[config.mk]
export PLATFORM = sky130hd
export DESIGN_NAME = snd_mix_sched
export DESIGN_NICKNAME = d
export VERILOG_FILES = /design/src/rtl/snd_mix_pkg.sv /design/src/rtl/snd_mix_mac.sv /design/src/rtl/snd_mix_sched.sv
export SDC_FILE = /design/constraint.sdc
export NUM_CORES = 1
export LEC_CHECK = 0
export ABC_CLOCK_PERIOD_IN_PS = 23100
export CAP_MARGIN = 15
export CORE_ASPECT_RATIO = 1.25
export CORE_UTILIZATION = 50
export CTS_CLUSTER_SIZE = 8
export DETAILED_ROUTE_END_ITERATION = 8
export HOLD_SLACK_MARGIN = 0.12
export PLACE_DENSITY = 0.79
export SLEW_MARGIN = 20
export SYNTH_ARGS = -nofsm -noshare
export SYNTH_HDL_FRONTEND = slang
export SYNTH_HIERARCHICAL = 1
export SYNTH_SLANG_ARGS = --single-unit
[constraint.sdc]
create_clock -name clk -period 23.1 [get_ports clk]
set_input_delay 3.465 -clock clk [delete_from_list [all_inputs] [get_ports clk]]
set_output_delay 3.465 -clock clk [all_outputs]
set_load 0.02 [all_outputs]
[src/rtl/snd_mix_pkg.sv]
// snd_mix_pkg
//   Shared constants, FSM state type and the output saturation helper for
//   the time-multiplexed audio mixer (snd_mix_sched / snd_mix_mac).
package snd_mix_pkg;

  localparam int VOL_UNITY  = 256;  // volume code for gain 1.0
  localparam int SMP_W      = 16;   // signed source / output sample width
  localparam int FRAC_SHIFT = 8;    // volume has 8 fractional bits
  localparam int SAT_IN_W   = 40;   // common width fed to the saturator

  // Signed product width for a 16-bit sample times an unsigned volume.
  function automatic int prod_width(input int vol_w);
    return SMP_W + vol_w;
  endfunction

  // Accumulator width: product plus headroom for summing src_num products.
  function automatic int acc_width(input int vol_w, input int src_num);
    return SMP_W + vol_w + $clog2(src_num);
  endfunction

  typedef enum logic [1:0] {
    ST_IDLE = 2'd0,
    ST_RUN  = 2'd1,
    ST_DONE = 2'd2
  } state_t;

  typedef struct packed {
    logic             clip;
    logic [SMP_W-1:0] val;
  } sat_t;

  localparam logic signed [SAT_IN_W-1:0] SAT_MAX = 40'sd32767;
  localparam logic signed [SAT_IN_W-1:0] SAT_MIN = -40'sd32768;

  // Clamp a wide signed value into the 16-bit output range and flag clipping.
  function automatic sat_t saturate16(input logic signed [SAT_IN_W-1:0] v);
    sat_t r;
    r.clip = 1'b0;
    r.val  = v[SMP_W-1:0];
    if (v > SAT_MAX) begin
      r.clip = 1'b1;
      r.val  = 16'h7FFF;
    end else if (v < SAT_MIN) begin
      r.clip = 1'b1;
      r.val  = 16'h8000;
    end
    return r;
  endfunction

endpackage

[src/rtl/snd_mix_mac.sv]
// snd_mix_mac
//   Shared multiply-accumulate for the mixer: one signed x unsigned
//   multiplier feeding a left and a right accumulator, followed by the
//   floor shift and saturation stage for both sides.
// Ports:
//   clk, rst        clock (falling-edge active), synchronous active-high reset
//   i_clr           clear both accumulators (start of frame)
//   i_acc_en        add the current product into the side chosen by i_side
//   i_side          0 = left accumulator, 1 = right accumulator
//   i_smp           signed 16-bit sample operand
//   i_vol           unsigned volume operand
//   o_out_l/o_out_r saturated 16-bit results of both accumulators
//   o_clip_l/_r     saturation flags of both results
module snd_mix_mac
  import snd_mix_pkg::*;
#(
  parameter int VOL_W = 9,
  parameter int ACC_W = 27
) (
  input  logic                    clk,
  input  logic                    rst,
  input  logic                    i_clr,
  input  logic                    i_acc_en,
  input  logic                    i_side,
  input  logic signed [SMP_W-1:0] i_smp,
  input  logic [VOL_W-1:0]        i_vol,
  output logic signed [SMP_W-1:0] o_out_l,
  output logic signed [SMP_W-1:0] o_out_r,
  output logic                    o_clip_l,
  output logic                    o_clip_r
);

  // One extra bit so the unsigned volume can be treated as a positive signed value.
  localparam int MUL_W = prod_width(VOL_W) + 1;

  logic signed [MUL_W-1:0] w_smp_x;
  logic signed [MUL_W-1:0] w_vol_x;
  logic signed [MUL_W-1:0] w_prod;
  logic signed [ACC_W-1:0] w_prod_x;
  logic signed [ACC_W-1:0] r_acc_l;
  logic signed [ACC_W-1:0] r_acc_r;
  logic signed [ACC_W-1:0] w_sh_l;
  logic signed [ACC_W-1:0] w_sh_r;
  sat_t                    w_sat_l;
  sat_t                    w_sat_r;

  assign w_smp_x  = MUL_W'(i_smp);
  assign w_vol_x  = $signed(MUL_W'(i_vol));
  assign w_prod   = w_smp_x * w_vol_x;
  assign w_prod_x = ACC_W'(w_prod);

  always_ff @(negedge clk) begin
    if (rst || i_clr) begin
      r_acc_l <= '0;
      r_acc_r <= '0;
    end else if (i_acc_en) begin
      if (i_side) begin
        r_acc_r <= r_acc_r + w_prod_x;
      end else begin
        r_acc_l <= r_acc_l + w_prod_x;
      end
    end
  end

  // Arithmetic shift gives floor rounding for negative sums.
  assign w_sh_l  = r_acc_l >>> FRAC_SHIFT;
  assign w_sh_r  = r_acc_r >>> FRAC_SHIFT;
  assign w_sat_l = saturate16(SAT_IN_W'(w_sh_l));
  assign w_sat_r = saturate16(SAT_IN_W'(w_sh_r));

  assign o_out_l  = w_sat_l.val;
  assign o_out_r  = w_sat_r.val;
  assign o_clip_l = w_sat_l.clip;
  assign o_clip_r = w_sat_r.clip;

endmodule

[src/rtl/snd_mix_sched.sv]
// snd_mix_sched
//   Time-multiplexed stereo mixer. Each accepted next_sample strobe starts a
//   fixed-length frame: all sources are snapshotted, then run through the
//   shared MAC (left then right per source), and the saturated sums are
//   registered onto snd_l/snd_r.
// Ports:
//   clk, rst         clock (falling-edge active), synchronous active-high reset
//   next_sample      frame strobe from the DAC
//   src_l/src_r      signed 16-bit samples, one per source
//   src_en           per-source enable
//   cfg_we/addr/data volume write; addr bit0 = side, upper bits = source
//   snd_l/snd_r      mixed outputs, held between frames
//   busy             frame in progress
//   ovr              one-cycle pulse when a strobe arrives while busy
//   clip             one-cycle pulse when a frame result saturated
module snd_mix_sched
  import snd_mix_pkg::*;
#(
  parameter int SRC_NUM = 4,
  parameter int VOL_W   = 9
) (
  input  logic                                clk,
  input  logic                                rst,
  input  logic                                next_sample,
  input  logic [SRC_NUM-1:0][SMP_W-1:0]       src_l,
  input  logic [SRC_NUM-1:0][SMP_W-1:0]       src_r,
  input  logic [SRC_NUM-1:0]                  src_en,
  input  logic                                cfg_we,
  input  logic [$clog2(SRC_NUM):0]            cfg_addr,
  input  logic [VOL_W-1:0]                    cfg_data,
  output logic signed [SMP_W-1:0]             snd_l,
  output logic signed [SMP_W-1:0]             snd_r,
  output logic                                busy,
  output logic                                ovr,
  output logic                                clip
);

  localparam int ADDR_W = $clog2(SRC_NUM) + 1;
  localparam int VOL_N  = 2 * SRC_NUM;
  localparam int ACC_W  = acc_width(VOL_W, SRC_NUM);
  localparam logic [ADDR_W-1:0] LAST_STEP = ADDR_W'(VOL_N - 1);
  localparam logic [VOL_W-1:0]  VOL_MAX   = VOL_W'(VOL_UNITY);

  state_t                    r_state;
  state_t                    w_state_next;
  logic [ADDR_W-1:0]         r_step;
  logic [SMP_W-1:0]          r_snap_l [SRC_NUM];
  logic [SMP_W-1:0]          r_snap_r [SRC_NUM];
  logic [VOL_W-1:0]          r_vol [VOL_N];
  logic                      r_pend_vld;
  logic [ADDR_W-1:0]         r_pend_addr;
  logic [VOL_W-1:0]          r_pend_data;
  logic signed [SMP_W-1:0]   r_snd_l;
  logic signed [SMP_W-1:0]   r_snd_r;
  logic                      r_ovr;
  logic                      r_clip;

  logic                      w_mac_clr;
  logic                      w_mac_en;
  logic                      w_side;
  logic [ADDR_W-2:0]         w_src_idx;
  logic signed [SMP_W-1:0]   w_mac_smp;
  logic signed [SMP_W-1:0]   w_mix_l;
  logic signed [SMP_W-1:0]   w_mix_r;
  logic                      w_clip_l;
  logic                      w_clip_r;
  logic [VOL_W-1:0]          w_cfg_vol;
  logic                      w_cfg_hit;
  logic [SRC_NUM-1:0][SMP_W-1:0] w_gate_l;
  logic [SRC_NUM-1:0][SMP_W-1:0] w_gate_r;

  // Disabled sources are zeroed at snapshot time, so they add nothing but
  // still occupy their two MAC steps and the frame length stays fixed.
  for (genvar gi = 0; gi < SRC_NUM; gi++) begin : g_gate
    assign w_gate_l[gi] = src_en[gi] ? src_l[gi] : '0;
    assign w_gate_r[gi] = src_en[gi] ? src_r[gi] : '0;
  end

  // Volume writes above unity are clamped to unity.
  assign w_cfg_vol = (cfg_data > VOL_MAX) ? VOL_MAX : cfg_data;
  assign w_cfg_hit = cfg_we && ({1'b0, cfg_addr} < (ADDR_W + 1)'(VOL_N));

  // Step counter doubles as the volume-file address: {source, side}.
  assign w_side    = r_step[0];
  assign w_src_idx = r_step[ADDR_W-1:1];
  assign w_mac_smp = w_side ? $signed(r_snap_r[w_src_idx]) : $signed(r_snap_l[w_src_idx]);

  always_comb begin
    w_state_next = r_state;
    w_mac_clr    = 1'b0;
    w_mac_en     = 1'b0;
    case (r_state)
      ST_IDLE: begin
        if (next_sample) begin
          w_mac_clr    = 1'b1;
          w_state_next = ST_RUN;
        end
      end
      ST_RUN: begin
        w_mac_en = 1'b1;
        if (r_step == LAST_STEP) begin
          w_state_next = ST_DONE;
        end
      end
      ST_DONE: begin
        w_state_next = ST_IDLE;
      end
      default: begin
        w_state_next = ST_IDLE;
      end
    endcase
  end

  always_ff @(negedge clk) begin
    if (rst) begin
      r_state     <= ST_IDLE;
      r_step      <= '0;
      r_snd_l     <= '0;
      r_snd_r     <= '0;
      r_ovr       <= 1'b0;
      r_clip      <= 1'b0;
      r_pend_vld  <= 1'b0;
      r_pend_addr <= '0;
      r_pend_data <= '0;
      for (int i = 0; i < VOL_N; i++) begin
        r_vol[i] <= VOL_MAX;
      end
    end else begin
      r_state <= w_state_next;
      r_ovr   <= next_sample && (r_state != ST_IDLE);
      r_clip  <= 1'b0;

      if (w_mac_clr) begin
        r_step <= '0;
        for (int i = 0; i < SRC_NUM; i++) begin
          r_snap_l[i] <= w_gate_l[i];
          r_snap_r[i] <= w_gate_r[i];
        end
      end else if (r_state == ST_RUN) begin
        r_step <= r_step + 1'b1;
      end

      if (r_state == ST_DONE) begin
        r_snd_l    <= w_mix_l;
        r_snd_r    <= w_mix_r;
        r_clip     <= w_clip_l | w_clip_r;
        r_pend_vld <= 1'b0;
        // A write arriving on the final frame cycle is the newest one and
        // therefore replaces whatever was pending.
        if (w_cfg_hit) begin
          r_vol[cfg_addr] <= w_cfg_vol;
        end else if (r_pend_vld) begin
          r_vol[r_pend_addr] <= r_pend_data;
        end
      end else if (w_cfg_hit) begin
        if (r_state == ST_RUN) begin
          // Keep volumes stable for the running frame; last write wins.
          r_pend_vld  <= 1'b1;
          r_pend_addr <= cfg_addr;
          r_pend_data <= w_cfg_vol;
        end else begin
          r_vol[cfg_addr] <= w_cfg_vol;
        end
      end
    end
  end

  snd_mix_mac #(
    .VOL_W (VOL_W),
    .ACC_W (ACC_W)
  ) u_mac (
    .clk      (clk),
    .rst      (rst),
    .i_clr    (w_mac_clr),
    .i_acc_en (w_mac_en),
    .i_side   (w_side),
    .i_smp    (w_mac_smp),
    .i_vol    (r_vol[r_step]),
    .o_out_l  (w_mix_l),
    .o_out_r  (w_mix_r),
    .o_clip_l (w_clip_l),
    .o_clip_r (w_clip_r)
  );

  assign snd_l = r_snd_l;
  assign snd_r = r_snd_r;
  assign busy  = (r_state != ST_IDLE);
  assign ovr   = r_ovr;
  assign clip  = r_clip;

endmodule

==> impl_metrics.yaml, run 1 <==
cts:
  root_buffer: "clkbuf_16"
  post_cts_buffers: 0
  clk_pin_slew_ns: 0.03
  cts-hold-fix-buffers: 0
  clock_latency_ns: 0.62
  clock_sinks: 309
  ctsResizeCount: 0
  cts_tree: "done"
  numCtsBuffers: 45
  clk_path_buf_depth: 3
  cts_htree_levels: 2
worst_setup_path:
  worst_ep_required_time_ns: 11.74
  cp-end-kind: "flop"
  cp.arrival_ns: 6.03
  worst_setup_path_start_kind: "input port"
  cp_max_fo: 91
  critical_path_class: "in2reg"
synth:
  synth_commonest_cells: "214 x and2_1, 200 x edfxtp_1, 180 x nand2_1"
  synth_top_family_by_area: "adder cells"
  synth-simple-area-share_pct: 14.88
  yosysMostFrequentCell: "and2_1"
  synth_top_area_share_pct: 28.49
  synth_xor_area_share_pct: 2.742
  netlist-cell-type-count: 75
  syn_area_per_cell_um2: 10.80
  synth_edf_count: 200
  synth_nets: 2337
  synth_mux_area_share_pct: 6.821
  postSynth.topFlopCell: "edfxtp_1"
  ys_warn_count: 6
  synth_area_mm2: 0.02108
  netlist_instances: 1952
  yosys-top-cells-area: "edfxtp_1 28%, fa_1 12%, dfxtp_1 10%, ha_1 6.7%, and2_1 6.4%"
  synth_async_sr_flop_share_pct: 0
  ys_seq_elements: 309
  synth.yosys.seq_area_share_pct: 38.85
  synth-compound-area-share_pct: 13.50
  synth_fa_ha_area_share_pct: 18.49
  synth_top_cell_by_area: "edfxtp_1"
cells_and_area:
  area_growth_pct: 21.74
  antenna_cells: 0
  final_nets: 2794
  drive_above_1_share_pct: 7.169
  fin_util_pct: 62.08
  finalNonFillerCells: 2965
timing:
  final_max_slew_viol_count: 0
  fin_ws_ns: 5.702
  fin_tns_setup_ns: 0
  final_hold_viol_count: 0
  clock_skew_ns: 0.03490
  setup_violations: 0
  worstMarginPinSlew_ns: 1.104
  rsz0062_at_grt: "false"
  hold_ws_ns: 0.4558
  slew_headroom_pct: 26.43
route:
  ant_nets: 0
  drc: 0
  wl_per_cell_um: 18.62
  totalWireLength_mm: 55.22
  drt_iter0_drc: 1255
  avgViaCountPerCell: 5.680
  drtPass1Iterations: 5
  vias: 16840
power_and_ir_drop:
  pwr-share-clk_pct: 24.6
  combPwrFrac_pct: 55.7
  powerDensity_mw_per_mm2: 128.0
  switchingPower_mw: 1.500
  switching_share_pct: 45.66
  internal_power_mw: 1.785
  leakagePower_nw: 11.51
  power_frac_seq_pct: 19.7
  vdd_ir_drop_max_mv: 0.07732
placed_design:
  dp.cells: 2607
  portBuffers: 182
  dp_slack_ns: 5.162
  gp_congestion: 0.9394
  hpwlAfterDp_mm: 37.74
global_route:
  antenna_found_initial: 0
  grt_max_degree: 92
  gr-total-overflow: 0
  gr-usage-all-layers_pct: 26.26
  grt_pass1_wl_mm: 88.00
  grt_pass1_vias: 18100
floorplanning:
  num_io_pins: 183
  core_area_mm2: 0.04133
  initial_utilization_pct: 51.00
  die_x_um: 185.6
  rows: 83
  die_area_mm2: 0.04298
  die_h_um: 231.6
job:
  maxCapViolCount: 0
status:
  status: "finished clean"
min_path:
  hp-class: "reg2reg"
metrics by stage:
stage | total power [mW] | cell area (um2)
after CTS | 3.297 | 25670
after global routing | 3.570 | 25660
after floorplan | 2.091 | 21080
after detailed placement | 2.545 | 23330
final | 3.285 | 25660
after global placement | 2.483 | 23330
logic make-up after synthesis:
family          after synthesis
simple gates                591
compound gates              413
flops                       309
buf+inv                     258
fa+ha+maj                   237
mux                          78
xor+xnor                     66
layer usage:
metal | GRT usage, % | wire (um)
met5 | 0 | 0
met4 | 16.34 | 2640
met3 | 6.207 | 3910
met2 | 44.90 | 28050
met1 | 29.31 | 20610
final cells by class:
| cell class | count | area (um2) |
|---|---|---|
| clock buffers | 46 | 1151 |
| fillers | 3221 | 15670 |
| inverters | 164 | 615.6 |
| clock inverters | 314 | 1199 |
| repair buffers | 195 | 1904 |
| multi-input cells | 1385 | 11910 |
| well taps | 552 | 690.7 |
| flip-flops and latches | 309 | 8190 |
cells in the final DEF, fill, tap and decap left out, types with 25 or more instances in the layout:
cell type,instances
edfxtp_1,200
o21a_1,37
nor2_1,52
and2_1,214
dfxtp_1,107
a21oi_1,109
clkdlybuf4s50_1,179
xnor2_1,49
clkbuf_16,46
inv_1,474
nand2_1,180
o21ai_0,41
a22o_1,36
mux2_2,25
ha_1,113
mux4_2,50
a22oi_1,58
fa_1,124
final timing paths:
| check | startpoint | endpoint | slack [ns] | depth (start not counted) |
|---|---|---|---|---|
| worst min-delay path | u_mac/r_acc_l[4] | u_mac/r_acc_l[4] | 0.46 | 2 |
| worst max-delay path | rst | r_snap_l[2][11] | 5.70 | 4 |
| worst min register to register | u_mac/r_acc_l[4] | u_mac/r_acc_l[4] | 0.46 | 2 |
| worst max register to register | flop | u_mac/r_acc_r[26] | 13.82 | 32 |
sequential cells by signal, indices dropped and copies added, names as in the netlist, 9 cells and up, named ones only:
| name | flops |
|---|---|
| u_mac/r_acc_l | 27 |
| r_snap_l | 64 |
| r_snap_r | 64 |
| r_pend_data | 9 |
| r_vol | 72 |
| snd_l | 16 |
| snd_r | 16 |
| u_mac/r_acc_r | 27 |
power groups by stage:
stage	Clock, mW	Sequential [mW]	Combinational [mW]
2_1_floorplan	0.0803	0.645	1.37
3_3_place_gp	0.0803	0.652	1.75
3_5_place_dp	0.0803	0.653	1.81
4_1_cts	0.825	0.647	1.82
5_1_grt	0.886	0.650	2.03
6_report	0.809	0.648	1.83
worst max-delay path: stages:
cell             delay, ns
clkdlybuf4s50_1       0.39
buf_4                 0.26
nor2_4                0.83
buf_4                 0.96
(Power assumes the default switching activity.)
==> inputs of run 2 (changes only) <==
ABC_CLOCK_PERIOD_IN_PS = 14540   (was 23100)
PLACE_DENSITY = 0.81   (was 0.79)
clock period = 14.54 ns   (was 23.1 ns; I/O delays follow)
==> run 2 against run 1 <==
Non-clock buffer count is 1 lower. Critical path depth grew 1. Sequential share of layout area hardly changed. Global-route usage fell by 0.14 points. Utilization about the same. Register-to-register slack got worse by 8.7 ns. Via count grew 0.58%.
==> impl_metrics.yaml, run 2 (synthesis gave the netlist of run 1 again) <==
cells_and_area:
  design_area_mm2: 0.02568
  reg.largest.list: "r_vol: 72 flops, r_snap_l: 64 flops, r_snap_r: 64 flops"
  area_growth_pct: 21.83
  largest_register: "r_vol"
  fillers: 3166
  final_common_cell: "inv_1"
  final_nets: 2792
  antenna_cells: 0
  largest_reg_flops: 72
  final_cell_mix: "472 x inv_1, 214 x and2_1, 200 x edfxtp_1"
  drive_above_1_share_pct: 7.098
route:
  ant_nets: 0
  drc: 0
  vias: 16940
  avgViaCountPerCell: 5.721
  totalWireLength_mm: 55.21
  drt_iter0_drc: 1347
  wl_per_cell_um: 18.65
  drtPass1Iterations: 6
worst_setup_path:
  worst_ep_required_time_ns: 7.56
  worst_setup_path_start_kind: "input port"
  critical_path_class: "in2reg"
  cp.arrival_ns: 4.66
  cp-end-kind: "flop"
  cp_max_fo: 36
placed_design:
  portBuffers: 182
  dpl_cell_area_mm2: 0.02333
  hpwlAfterDp_mm: 37.67
  gp_congestion: 0.9338
timing:
  slew_headroom_pct: 27.66
  fin_tns_setup_ns: 0
  hold_ws_ns: 0.4532
  worstMarginPinSlew_ns: 1.082
  setup_violations: 0
  final_max_slew_viol_count: 0
  clock_skew_ns: 0.03883
  final_hold_viol_count: 0
  rsz0062_at_grt: "false"
cts:
  numCtsBuffers: 44
  post_cts_buffers: 0
  clock_sinks: 309
  root_buffer: "clkbuf_16"
  clk_pin_slew_ns: 0.05
  clock_latency_ns: 0.60
  ctsResizeCount: 0
  cts_tree: "done"
  cts-hold-fix-buffers: 0
  cts_htree_levels: 2
  clk_path_buf_depth: 3
power_and_ir_drop:
  combPwrFrac_pct: 55.4
  powerDensity_mw_per_mm2: 203.0
  switchingPower_mw: 2.362
  pwr-share-clk_pct: 24.9
  internal_power_mw: 2.850
  vdd_ir_drop_max_mv: 0.1288
  power_frac_seq_pct: 19.8
  leakagePower_nw: 11.51
  switching_share_pct: 45.31
global_route:
  gr-usage-all-layers_pct: 26.12
  grt_max_degree: 129
  antenna_found_initial: 0
  grt_pass1_vias: 18060
  gr-total-overflow: 0
  grt_pass1_wl_mm: 87.82
floorplanning:
  initial_utilization_pct: 51.00
  num_io_pins: 183
  die_h_um: 231.6
  rows: 83
  die_x_um: 185.6
  core_area_mm2: 0.04133
  die_area_mm2: 0.04298
min_path:
  hp-class: "reg2reg"
status:
  status: "finished clean"
job:
  maxCapViolCount: 0
## run 2: cell types whose count changed in the layout (fill, tap and decap cells not counted)
| cell | before | now |
|---|---|---|
| clkinv_4 | 1 | 0 |
| buf_4 | 13 | 11 |
| dfxtp_1 | 107 | 106 |
| clkdlybuf4s50_1 | 179 | 180 |
| inv_4 | 1 | 0 |
| bufinv_16 | 0 | 1 |
| dfxtp_2 | 2 | 3 |
| buf_2 | 3 | 2 |
| inv_1 | 474 | 472 |
| buf_12 | 0 | 1 |
## run 2: power by group through the flow
stage                     Sequential, mW  Clock [mW]  Combinational [mW]
after floorplan                     1.02       0.128                2.17
after global placement              1.04       0.128                2.81
after detailed placement            1.04       0.128                2.86
after CTS                           1.03        1.32                2.88
after global routing                1.03        1.42                3.20
final                               1.03        1.30                2.89
## run 2: final timing paths
check | start | endpoint | slack [ns] | cells past startpoint
setup / recovery | rst | r_vol[7][6] | 2.90 | 5
hold / removal | u_mac/r_acc_l[5] | u_mac/r_acc_l[5] | 0.45 | 2
setup reg to reg | flop | u_mac/r_acc_r[26] | 5.13 | 32
hold reg to reg | u_mac/r_acc_l[5] | u_mac/r_acc_l[5] | 0.45 | 2
## run 2: area by class of cell
cell class | count | area [um2] | share of cell area [%]
clock buffer | 46 | 1151 | 4.483
clock inverter | 311 | 1206 | 4.697
inverter | 164 | 615.6 | 2.397
multi-input combinational | 1385 | 11910 | 46.38
sequential | 309 | 8192 | 31.90
tap | 552 | 690.7 | 2.690
timing repair buffer | 194 | 1914 | 7.455
## run 2: metal layers
layer  up-vias  wire, um  GRT usage [%]
met5         -         0              0
met4         0      2618          16.52
met3       199      3960          6.191
met2       871     28290          44.32
met1      8052     20350          29.33
li1       7818         -              -
## run 2: stage by stage
stage / utilization, % / total power, mW / cells / setup WS [ns]
finish: 62.13 / 5.212 / 2961 / 2.896
global route: 62.13 / 5.648 / 2961 / 2.879
CTS: 62.14 / 5.235 / 2961 / 2.979
detailed placement: 56.45 / 4.028 / 2606 / 2.387
global placement: 56.47 / 3.971 / 2606 / 2.441
floorplan: - / 3.320 / 1952 / 0.7935
## run 2: critical path, cell delays in order
cell and delay, ns:
clkdlybuf4s50_1 0.40, buf_4 0.26, or4b_4 0.68, o21ai_1 0.86, a22oi_1 0.27
